===== src/rtl/vx_commit_pkg.sv =====
// Shared types, widths and helpers for the ALU commit receive path.
package vx_commit_pkg;

  localparam int unsigned NUM_THREADS = 4;
  localparam int unsigned NUM_WARPS   = 4;
  localparam int unsigned NW_BITS     = (NUM_WARPS > 1) ? $clog2(NUM_WARPS) : 1;
  localparam int unsigned NR_BITS     = 6;
  localparam int unsigned UUID_BITS   = 44;
  localparam int unsigned PC_W        = 32;
  localparam int unsigned DATA_W      = NUM_THREADS * 32;
  localparam int unsigned RET_CNT_W   = 64;
  localparam int unsigned PERF_CNT_W  = 32;
  localparam int unsigned LANE_CNT_W  = $clog2(NUM_THREADS + 1);

  typedef struct packed {
    logic [UUID_BITS-1:0]   uuid;
    logic [NW_BITS-1:0]     wid;
    logic [NUM_THREADS-1:0] tmask;
    logic [PC_W-1:0]        PC;
    logic [NR_BITS-1:0]     rd;
    logic                   wb;
    logic [DATA_W-1:0]      data;
    logic                   eop;
  } commit_entry_t;

  // Number of active lanes in a thread mask.
  function automatic logic [LANE_CNT_W-1:0] popcount(input logic [NUM_THREADS-1:0] mask);
    logic [LANE_CNT_W-1:0] sum;
    sum = '0;
    for (int i = 0; i < int'(NUM_THREADS); i++) begin
      sum = sum + LANE_CNT_W'(mask[i]);
    end
    return sum;
  endfunction

endpackage


===== src/rtl/vx_commit_fifo.sv =====
// Registered elastic FIFO of commit entries with a registered accept flag.
module vx_commit_fifo
  import vx_commit_pkg::*;
#(
  parameter int unsigned DEPTH = 2
) (
  input  logic          clk,
  input  logic          rst_n,
  input  logic          i_push,
  input  commit_entry_t i_push_data,
  input  logic          i_pop,
  output logic          o_full,
  output logic          o_empty,
  output logic          o_ready,
  output commit_entry_t o_head
);

  localparam int unsigned AW = (DEPTH > 1) ? $clog2(DEPTH) : 1;
  localparam int unsigned PW = AW + 1;

  commit_entry_t    r_mem [DEPTH];
  logic [PW-1:0]    r_wr_ptr;
  logic [PW-1:0]    r_rd_ptr;
  logic             r_ready;
  logic [PW-1:0]    w_count;
  logic [PW-1:0]    w_count_next;
  logic             w_push;
  logic             w_pop;

  // Extra pointer bit separates full from empty.
  assign w_count      = r_wr_ptr - r_rd_ptr;
  assign o_full       = (w_count == PW'(DEPTH));
  assign o_empty      = (w_count == '0);
  assign w_push       = i_push && !o_full;
  assign w_pop        = i_pop && !o_empty;
  assign w_count_next = w_count + PW'(w_push) - PW'(w_pop);
  assign o_head       = r_mem[r_rd_ptr[AW-1:0]];
  assign o_ready      = r_ready;

  // Pointer and accept-flag update; accept flag looks one cycle ahead.
  always_ff @(posedge clk or negedge rst_n) begin
    if (!rst_n) begin
      r_wr_ptr <= '0;
      r_rd_ptr <= '0;
      r_ready  <= 1'b0;
    end else begin
      if (w_push) r_wr_ptr <= r_wr_ptr + PW'(1);
      if (w_pop)  r_rd_ptr <= r_rd_ptr + PW'(1);
      r_ready <= (w_count_next != PW'(DEPTH));
    end
  end

  // Storage; cleared on reset so the head never shows stale contents.
  always_ff @(posedge clk or negedge rst_n) begin
    if (!rst_n) begin
      for (int i = 0; i < int'(DEPTH); i++) r_mem[i] <= '0;
    end else if (w_push) begin
      r_mem[r_wr_ptr[AW-1:0]] <= i_push_data;
    end
  end

endmodule


===== src/rtl/vx_alu_commit_rx.sv =====
// ALU commit stream receiver: FIFO, GPR write port, scoreboard release, retire counters.
// Optional stall perf counters enabled by defining VX_COMMIT_RX_PERF_EN.
module vx_alu_commit_rx
  import vx_commit_pkg::*;
#(
  parameter int unsigned FIFO_DEPTH = 2
) (
  input  logic                   clk,
  input  logic                   reset_n,
  input  logic                   commit_valid,
  output logic                   commit_ready,
  input  logic [UUID_BITS-1:0]   commit_uuid,
  input  logic [NW_BITS-1:0]     commit_wid,
  input  logic [NUM_THREADS-1:0] commit_tmask,
  input  logic [PC_W-1:0]        commit_PC,
  input  logic [NR_BITS-1:0]     commit_rd,
  input  logic                   commit_wb,
  input  logic [DATA_W-1:0]      commit_data,
  input  logic                   commit_eop,
  output logic                   wb_valid,
  input  logic                   wb_ready,
  output logic [NW_BITS-1:0]     wb_wid,
  output logic [NR_BITS-1:0]     wb_rd,
  output logic [NUM_THREADS-1:0] wb_tmask,
  output logic [DATA_W-1:0]      wb_data,
  output logic                   release_valid,
  output logic [NW_BITS-1:0]     release_wid,
  output logic [NR_BITS-1:0]     release_rd,
  output logic [RET_CNT_W-1:0]   instr_retired,
  output logic [RET_CNT_W-1:0]   lanes_retired,
  output logic [PERF_CNT_W-1:0]  stall_in_cycles,
  output logic [PERF_CNT_W-1:0]  stall_wb_cycles
);

  commit_entry_t          w_in;
  commit_entry_t          w_head;
  logic                   w_full;
  logic                   w_empty;
  logic                   w_ready;
  logic                   w_push;
  logic                   w_pop;
  logic                   w_wb_valid;
  logic                   w_retire;
  logic                   w_unused_trace;
  logic                   r_rel_valid;
  logic [NW_BITS-1:0]     r_rel_wid;
  logic [NR_BITS-1:0]     r_rel_rd;
  logic [RET_CNT_W-1:0]   r_instr;
  logic [RET_CNT_W-1:0]   r_lanes;

  assign w_in = '{uuid: commit_uuid, wid: commit_wid, tmask: commit_tmask, PC: commit_PC,
                  rd: commit_rd, wb: commit_wb, data: commit_data, eop: commit_eop};

  vx_commit_fifo #(.DEPTH(FIFO_DEPTH)) u_fifo (
    .clk         (clk),
    .rst_n       (reset_n),
    .i_push      (w_push),
    .i_push_data (w_in),
    .i_pop       (w_pop),
    .o_full      (w_full),
    .o_empty     (w_empty),
    .o_ready     (w_ready),
    .o_head      (w_head)
  );

  // Non-writing entries drain on their own; writing entries wait for the GPR port.
  assign w_push     = commit_valid && w_ready;
  assign w_wb_valid = !w_empty && w_head.wb;
  assign w_pop      = !w_empty && (!w_head.wb || wb_ready);
  assign w_retire   = w_pop && w_head.eop;

  assign commit_ready = w_ready;
  assign wb_valid     = w_wb_valid;
  assign wb_wid       = w_wb_valid ? w_head.wid   : '0;
  assign wb_rd        = w_wb_valid ? w_head.rd    : '0;
  assign wb_tmask     = w_wb_valid ? w_head.tmask : '0;
  assign wb_data      = w_wb_valid ? w_head.data  : '0;

  // uuid/PC ride along for tracing only.
  assign w_unused_trace = ^{w_head.uuid, w_head.PC, w_full};

  // Scoreboard release one cycle after the last beat of a writing instruction pops.
  always_ff @(posedge clk or negedge reset_n) begin
    if (!reset_n) begin
      r_rel_valid <= 1'b0;
      r_rel_wid   <= '0;
      r_rel_rd    <= '0;
    end else begin
      r_rel_valid <= w_retire && w_head.wb;
      r_rel_wid   <= (w_retire && w_head.wb) ? w_head.wid : '0;
      r_rel_rd    <= (w_retire && w_head.wb) ? w_head.rd  : '0;
    end
  end

  assign release_valid = r_rel_valid;
  assign release_wid   = r_rel_wid;
  assign release_rd    = r_rel_rd;

  // Retirement counters, wrapping modulo 2^64.
  always_ff @(posedge clk or negedge reset_n) begin
    if (!reset_n) begin
      r_instr <= '0;
      r_lanes <= '0;
    end else if (w_retire) begin
      r_instr <= r_instr + RET_CNT_W'(1);
      r_lanes <= r_lanes + RET_CNT_W'(popcount(w_head.tmask));
    end
  end

  assign instr_retired = r_instr;
  assign lanes_retired = r_lanes;

`ifdef VX_COMMIT_RX_PERF_EN
  logic [PERF_CNT_W-1:0] r_stall_in;
  logic [PERF_CNT_W-1:0] r_stall_wb;

  // Saturating stall counters for input backpressure and GPR port backpressure.
  always_ff @(posedge clk or negedge reset_n) begin
    if (!reset_n) begin
      r_stall_in <= '0;
      r_stall_wb <= '0;
    end else begin
      if (commit_valid && !w_ready && (r_stall_in != '1)) r_stall_in <= r_stall_in + PERF_CNT_W'(1);
      if (w_wb_valid && !wb_ready && (r_stall_wb != '1)) r_stall_wb <= r_stall_wb + PERF_CNT_W'(1);
    end
  end

  assign stall_in_cycles = r_stall_in;
  assign stall_wb_cycles = r_stall_wb;
`else
  assign stall_in_cycles = '0;
  assign stall_wb_cycles = '0;
`endif

endmodule


===== config.mk =====
export PLATFORM = sky130hd
export DESIGN_NAME = vx_alu_commit_rx
export DESIGN_NICKNAME = d
export VERILOG_FILES = /design/src/rtl/vx_commit_pkg.sv /design/src/rtl/vx_commit_fifo.sv /design/src/rtl/vx_alu_commit_rx.sv
export SDC_FILE = /design/constraint.sdc
export NUM_CORES = 1
export LEC_CHECK = 0
export BUFFER_PORTS_ARGS = -buffer_cell sky130_fd_sc_hd__buf_2
export CAP_MARGIN = 10
export CORE_AREA = 4 4 215 217
export CTS_BUF_LIST = sky130_fd_sc_hd__clkbuf_8
export DETAILED_ROUTE_END_ITERATION = 8
export DIE_AREA = 0 0 219 221
export PLACE_DENSITY = 0.75
export REMOVE_ABC_BUFFERS = 1
export SLEW_MARGIN = 25
export SYNTH_ARGS = -nofsm -noshare
export SYNTH_HDL_FRONTEND = slang
export SYNTH_SLANG_ARGS = --single-unit

===== constraint.sdc =====
create_clock -name clk -period 3.45 [get_ports clk]
set_input_delay 0 -clock clk [delete_from_list [all_inputs] [get_ports clk]]
set_output_delay 0 -clock clk [all_outputs]
set_load 0.005 [all_outputs]

==> flow_metrics.tcl, run 1 <==
set metrics [dict create \
    avgRoutedWirePerCell_um 19.00 \
    first_iter_violations 922 \
    grt.total_usage_pct 21.89 \
    status "finished clean" \
    crit_family "adder cells" \
    p_leak_nw 12.76 \
    cpMaxStageDelayCell "fa_1" \
    end_kind "flip-flop" \
    met1_length_mm 21.35 \
    fin_util_pct 58.11 \
    powerDensity_nw_per_um2 894.5 \
    reg2reg_depth 10 \
    synth_area_um2 19820 \
    cts_buffer_depth 3 \
    io_buffer_count 424 \
    routed_wl_mm 54.41 \
    area_delta_synth_final_pct 29.40 \
    seq_area_frac_synth_pct 53.80 \
    finalClockSkew_ns 0.02909 \
    critPathMaxFanout 5 \
    coreArea_um2 44120 \
    row_count 77 \
    path_cells "mux2_2, fa_1, inv_1, fa_1, nor2b_1, o2111a_1, buf_4, nand4_1, nor4_1, xor2_1" \
    yosys_register_bits 426 \
    fill_cells 3448 \
    dr_wl_met3_mm 4.268 \
    grt_max_degree 97 \
    fin_crit_sh_pct 94.88 \
    final.min_clock_period_ns 3.273 \
    cts.sinks 426 \
    hold_class "in -> reg" \
    synth_common_cells "dfrtp_1, mux2_2, nor2_1" \
    crit_cells 10 \
    worst_hold_startpoint "commit_data[115]" \
    rsz0062_at_grt "yes" \
    hold_viol_final 0 \
    routabilityCongestion 0.8806 \
    critPathRequiredTime_ns 4.00 \
    syn_inst 1597 \
    fmax_mhz 305.5 \
    clock_latency_ns 0.63 \
    syn_avg_cell_area_um2 12.41 \
    crit_buf_inv 2 \
    h-tree-depth 3 \
    synthDistinctLibCells 47 \
    root_buffer "clkbuf_8" \
    cp_common_cell "fa_1" \
    die_y_um 221 \
    arrival_ns 3.82 \
    r2r-start "u_fifo.r_rd_ptr[0]" \
    max_stage_delay_ns 0.52 \
    worstHoldPathCells 3 \
    drcViolationCount 0 \
    critPathLaunch "u_fifo.r_rd_ptr[0]" \
    hpwl_mm 36.66 \
    cts_tree "yes" \
    slew_headroom_pct 27.77 \
    yosysTopAreaCell "dfrtp_1" \
    maxSlewViolCount 0 \
    path_clk_slew_ns 0.06 \
    hold_ws_ns 0.1301 \
    grt_pass1_wl_mm 85.59 \
    antenna_left 0 \
    drive_gt1_share_pct 39.24 \
    worstMarginPinSlew_ns 1.083 \
    start_util_pct 44.91 \
    synthArstFlopShare_pct 100.0 \
    ios 565 \
    yosysWarnings 0 \
    ys.flop_type "dfrtp_1" \
    top_layer "met4" \
    cp-start-kind "flip-flop" \
    synthTopCellsByArea "dfrtp_1, mux2_2, mux2i_1, nor2_1, xor2_1" \
    ir_drop_uv 698.0 \
    grt_remaining_overflow 0 \
    synth_top_area_share_pct 53.80 \
    first_global_vias 15900 \
    synth_edf_count 0 \
    numCtsBuffers 73 \
    criticalPathCategory "reg -> reg" \
    met2RoutedLength_mm 26.96 \
    die_width_um 219 \
    avgViaCountPerCell 5.131 \
    dieArea_um2 48400 \
    yosysMostFrequentCell "dfrtp_1" \
    drv_cap 0 \
    drt_first_pass_iters 4 \
    grt_antenna_before_repair 4 \
    vias 14700 \
    setup_viol 0 \
    final_nets 2440 \
]
-- cells in the final DEF, fill, tap and decap left out, types with 4 or more instances in the layout --
| cell type | Yosys | layout |
|---|---|---|
| and3_1 | 13 | 13 |
| and4_1 | 6 | 6 |
| buf_12 | 0 | 16 |
| buf_2 | 22 | 423 |
| buf_4 | 74 | 30 |
| clkbuf_8 | 0 | 93 |
| clkinv_2 | 0 | 4 |
| conb_1 | 1 | 64 |
| dfrtp_1 | 426 | 425 |
| diode_2 | 0 | 4 |
| dlygate4sd3_1 | 0 | 146 |
| ha_1 | 5 | 5 |
| inv_1 | 24 | 49 |
| mux2_1 | 7 | 7 |
| mux2_2 | 281 | 281 |
| mux2i_1 | 139 | 139 |
| nand2_1 | 62 | 62 |
| nand3_1 | 44 | 44 |
| nand4_1 | 29 | 29 |
| nor2_1 | 179 | 179 |
| nor3_1 | 32 | 32 |
| nor4_1 | 28 | 27 |
| nor4_2 | 10 | 11 |
| xnor2_1 | 56 | 56 |
| xor2_1 | 76 | 76 |
-- state kept, by name, summed over array words and instances (netlist names) --
name             cells
u_fifo.r_mem       284
instr_retired       64
lanes_retired       64
release_rd           6
release_wid          2
u_fifo.r_rd_ptr      2
u_fifo.r_wr_ptr      2
release_valid        1
u_fifo.o_ready       1
-- kinds of logic after synthesis --
| logic type | Yosys count | synth area share (%) |
|---|---|---|
| AO/OA/AOI/OAI | 10 | 0.4988 |
| XOR/XNOR | 133 | 5.961 |
| adder cells (fa/ha/maj) | 7 | 0.5178 |
| buffers and inverters | 165 | 4.969 |
| flip-flops | 426 | 53.80 |
| multiplexers | 427 | 23.39 |
| other | 1 | 0.01892 |
| AND/OR/NAND/NOR | 428 | 10.85 |
-- worst paths after layout --
kind,slack (ns),to
setup / recovery,0.18,lanes_retired[38]
hold / removal,0.13,u_fifo.r_mem[116]
setup reg to reg,0.18,lanes_retired[38]
hold reg to reg,0.46,instr_retired[63]
max in group asynchronous,2.22,u_fifo.r_mem[24]
min in group asynchronous,0.41,instr_retired[55]
-- report_power, final --
group          total, W  leakage (nW)  internal [W]  switching (W)
combinational    0.0103          6.66       0.00515        0.00517
sequential      0.00791          5.22       0.00691       0.000999
clock           0.00471         0.876       0.00260        0.00211
total            0.0229          12.8        0.0147        0.00828
-- cell type report --
class | count | area [um^2] | share of cell area (%)
flip-flops and latches | 426 | 10660 | 41.59
well taps | 592 | 740.7 | 2.889
repair buffers | 617 | 4167 | 16.25
clock buffers | 93 | 1280 | 4.992
clock inverters | 39 | 255.2 | 0.9955
multi-input cells | 1069 | 8434 | 32.89
inverters | 24 | 90.09 | 0.3513
diodes | 4 | 10.01 | 0.03904
-- worst register-to-register path: stages, from the launching register on --
cell	delay [ns]
dfrtp_4	0.49
mux2_2	0.31
fa_1	0.52
inv_1	0.06
fa_1	0.46
nor2b_1	0.18
o2111a_1	0.27
buf_4	0.16
nand4_1	0.16
nor4_1	0.35
xor2_1	0.22
-- what timing repair did --
item                       CTS  global route
buffers inserted             0             1
hold endpoints to repair   540             0
setup endpoints to repair    0             4
gates resized for setup      0             2
hold buffers               147             0
-- per-layer routing --
metal | global-route usage (%) | up-vias
met1 | 26.46 | 7405
li1 | - | 6625
met3 | 6.104 | 112
met5 | 0 | -
met2 | 36.76 | 553
met4 | 9.235 | 0
-- through the flow --
stage	cell area (um^2)	worst slack [ns]	total power, W	cells	setup TNS [ns]
final	25640	0.1766	0.02294	2864	0
after floorplan	19160	-6.790	0.01377	1519	-3165.56
after detailed placement	22590	0.1210	0.01807	2580	0
after global placement	22590	0.2556	0.01767	2580	0
after CTS	25610	0.1141	0.02301	2859	0
after global routing	25640	-0.02415	0.02440	2864	-0.04616
Note: power is estimated with default switching activity, not from simulation.
==> inputs of run 2 (changes only) <==
CORE_AREA = not set   (was 4 4 215 217)
CORE_ASPECT_RATIO = 0.5   (was not set)
CORE_MARGIN = 4   (was not set)
CORE_UTILIZATION = 54   (was not set)
DIE_AREA = not set   (was 0 0 219 221)
PLACE_DENSITY = 0.87   (was 0.75)
==> flow_metrics.tcl, run 2 (synthesis gave the netlist of run 1 again) <==
set metrics [dict create \
    status "finished clean" \
    finalClockSkew_ns 0.03009 \
    placed_area_um2 22300 \
    setup_viol 0 \
    grt_max_degree 122 \
    path_clk_slew_ns 0.09 \
    antenna_left 0 \
    cts_buffer_depth 3 \
    drv_cap 0 \
    grt_pass1_wl_mm 84.07 \
    fin_crit_sh_pct 94.49 \
    powerDensity_nw_per_um2 883.8 \
    cp_common_cell "fa_1" \
    critPathRequiredTime_ns 3.99 \
    criticalPathCategory "reg -> reg" \
    final.min_clock_period_ns 3.260 \
    avgViaCountPerCell 5.490 \
    r2r_end "lanes_retired[55]" \
    hpwl_mm 33.94 \
    layout_common_cells "dfrtp_1, buf_2, mux2_2" \
    drcViolationCount 0 \
    coreArea_um2 36050 \
    fmax_mhz 306.8 \
    grt_remaining_overflow 0 \
    dieArea_um2 40010 \
    die_width_um 278.9 \
    crit_family "adder cells" \
    final_nets 2410 \
    regArea_um2 10660 \
    grt.total_usage_pct 26.09 \
    multi_input_area_um2 8427 \
    root_buffer "clkbuf_8" \
    avgRoutedWirePerCell_um 19.96 \
    grt_antenna_before_repair 6 \
    cp-start-kind "flip-flop" \
    reg2reg_slack_ns 0.19 \
    rsz0062_at_grt "no" \
    worstHoldPathCells 3 \
    fin_area_um2 25000 \
    hold_class "in -> reg" \
    drive_gt1_share_pct 38.41 \
    ir_drop_uv 1137 \
    fin_util_pct 69.34 \
    reg2reg_depth 10 \
    routed_wl_mm 54.24 \
    cpMaxStageDelayCell "fa_1" \
    drt_first_pass_iters 5 \
    routabilityCongestion 0.8650 \
    cts.sinks 426 \
    first_iter_violations 981 \
    worstMarginPinSlew_ns 0.8929 \
    end_kind "flip-flop" \
    path_cells "mux2_2, fa_1, inv_1, fa_1, nor2b_2, o2111a_2, nand2_2, buf_12, nor4_1, xor2_1" \
    io_buffer_count 424 \
    critPathLaunch "u_fifo.r_rd_ptr[0]" \
    crit_buf_inv 2 \
    start_util_pct 54.97 \
    row_count 49 \
    max_stage_delay_ns 0.51 \
    cts_tree "yes" \
    finalSetupTns_ns 0 \
    slew_headroom_pct 40.47 \
    area_delta_synth_final_pct 26.14 \
    postCtsSetupRepairBufs 0 \
    fill_cells 2376 \
    clock_latency_ns 0.63 \
    final_common_cell "dfrtp_1" \
    p_leak_nw 12.47 \
    worst_hold_startpoint "commit_data[74]" \
    arrival_ns 3.80 \
    maxSlewViolCount 0 \
    critPathMaxFanout 23 \
    hold_viol_final 0 \
    largest_reg_flops 284 \
    numCtsBuffers 60 \
    vias 14920 \
    top_register "u_fifo.r_mem" \
    die_y_um 143.5 \
    hold_ws_ns 0.1627 \
    ios 565 \
    hold_end "u_fifo.r_mem[293]" \
    h-tree-depth 2 \
    first_global_vias 15630 \
    r2r-start "u_fifo.r_rd_ptr[0]" \
]
## run 2: layer usage
layer,global-route usage (%),up-vias,part of all wire (%)
met3,4.205,249,4.3
met2,46.75,569,52
met5,0,-,0
met1,29.81,7515,37
met4,16.20,0,6.8
li1,-,6584,-
## run 2: metrics by stage
step	cells	setup WS [ns]	total power (W)
3_5_place_dp	2456	0.1050	0.01760
6_report	2717	0.1902	0.02209
4_1_cts	2708	0.04618	0.02171
5_1_grt	2716	0.03116	0.02332
2_1_floorplan	1519	-6.790	0.01377
3_3_place_gp	2456	0.1806	0.01724
## run 2: cell type report
| cell class | instances | share of cell area (%) |
|---|---|---|
| tap | 484 | 2.423 |
| inverter | 24 | 0.3604 |
| clock buffer | 76 | 4.185 |
| sequential | 426 | 42.66 |
| antenna | 7 | 0.07008 |
| multi-input combinational | 1069 | 33.71 |
| clock inverter | 31 | 0.5606 |
| timing repair buffer | 600 | 16.02 |
## run 2: power breakdown
group          switching [W]  internal (W)
registers            0.00109       0.00691
clock network        0.00200       0.00198
logic                0.00516       0.00495
## run 2: worst max path at each step
| stage | cells past startpoint | endpoint | slack (ns) |
|---|---|---|---|
| after floorplan | 4 | wb_data[0] | -6.79 |
| after global placement | 10 | lanes_retired[44] | 0.18 |
| after detailed placement | 9 | lanes_retired[56] | 0.11 |
| after CTS | 9 | lanes_retired[55] | 0.05 |
| after global routing | 10 | lanes_retired[55] | 0.03 |
| final | 10 | lanes_retired[55] | 0.19 |
## run 2: timing repair
item	CTS	global route
hold endpoints to repair	403	33
hold buffers	145	1
setup endpoints to repair	0	38
gates resized for setup	0	3
## run 2: worst register-to-register path: stages (launching register included)
cell      delay (ns)
dfrtp_4         0.50
mux2_2          0.31
fa_1            0.52
inv_1           0.06
fa_1            0.46
nor2b_2         0.20
o2111a_2        0.29
nand2_2         0.11
buf_12          0.18
nor4_1          0.34
xor2_1          0.21
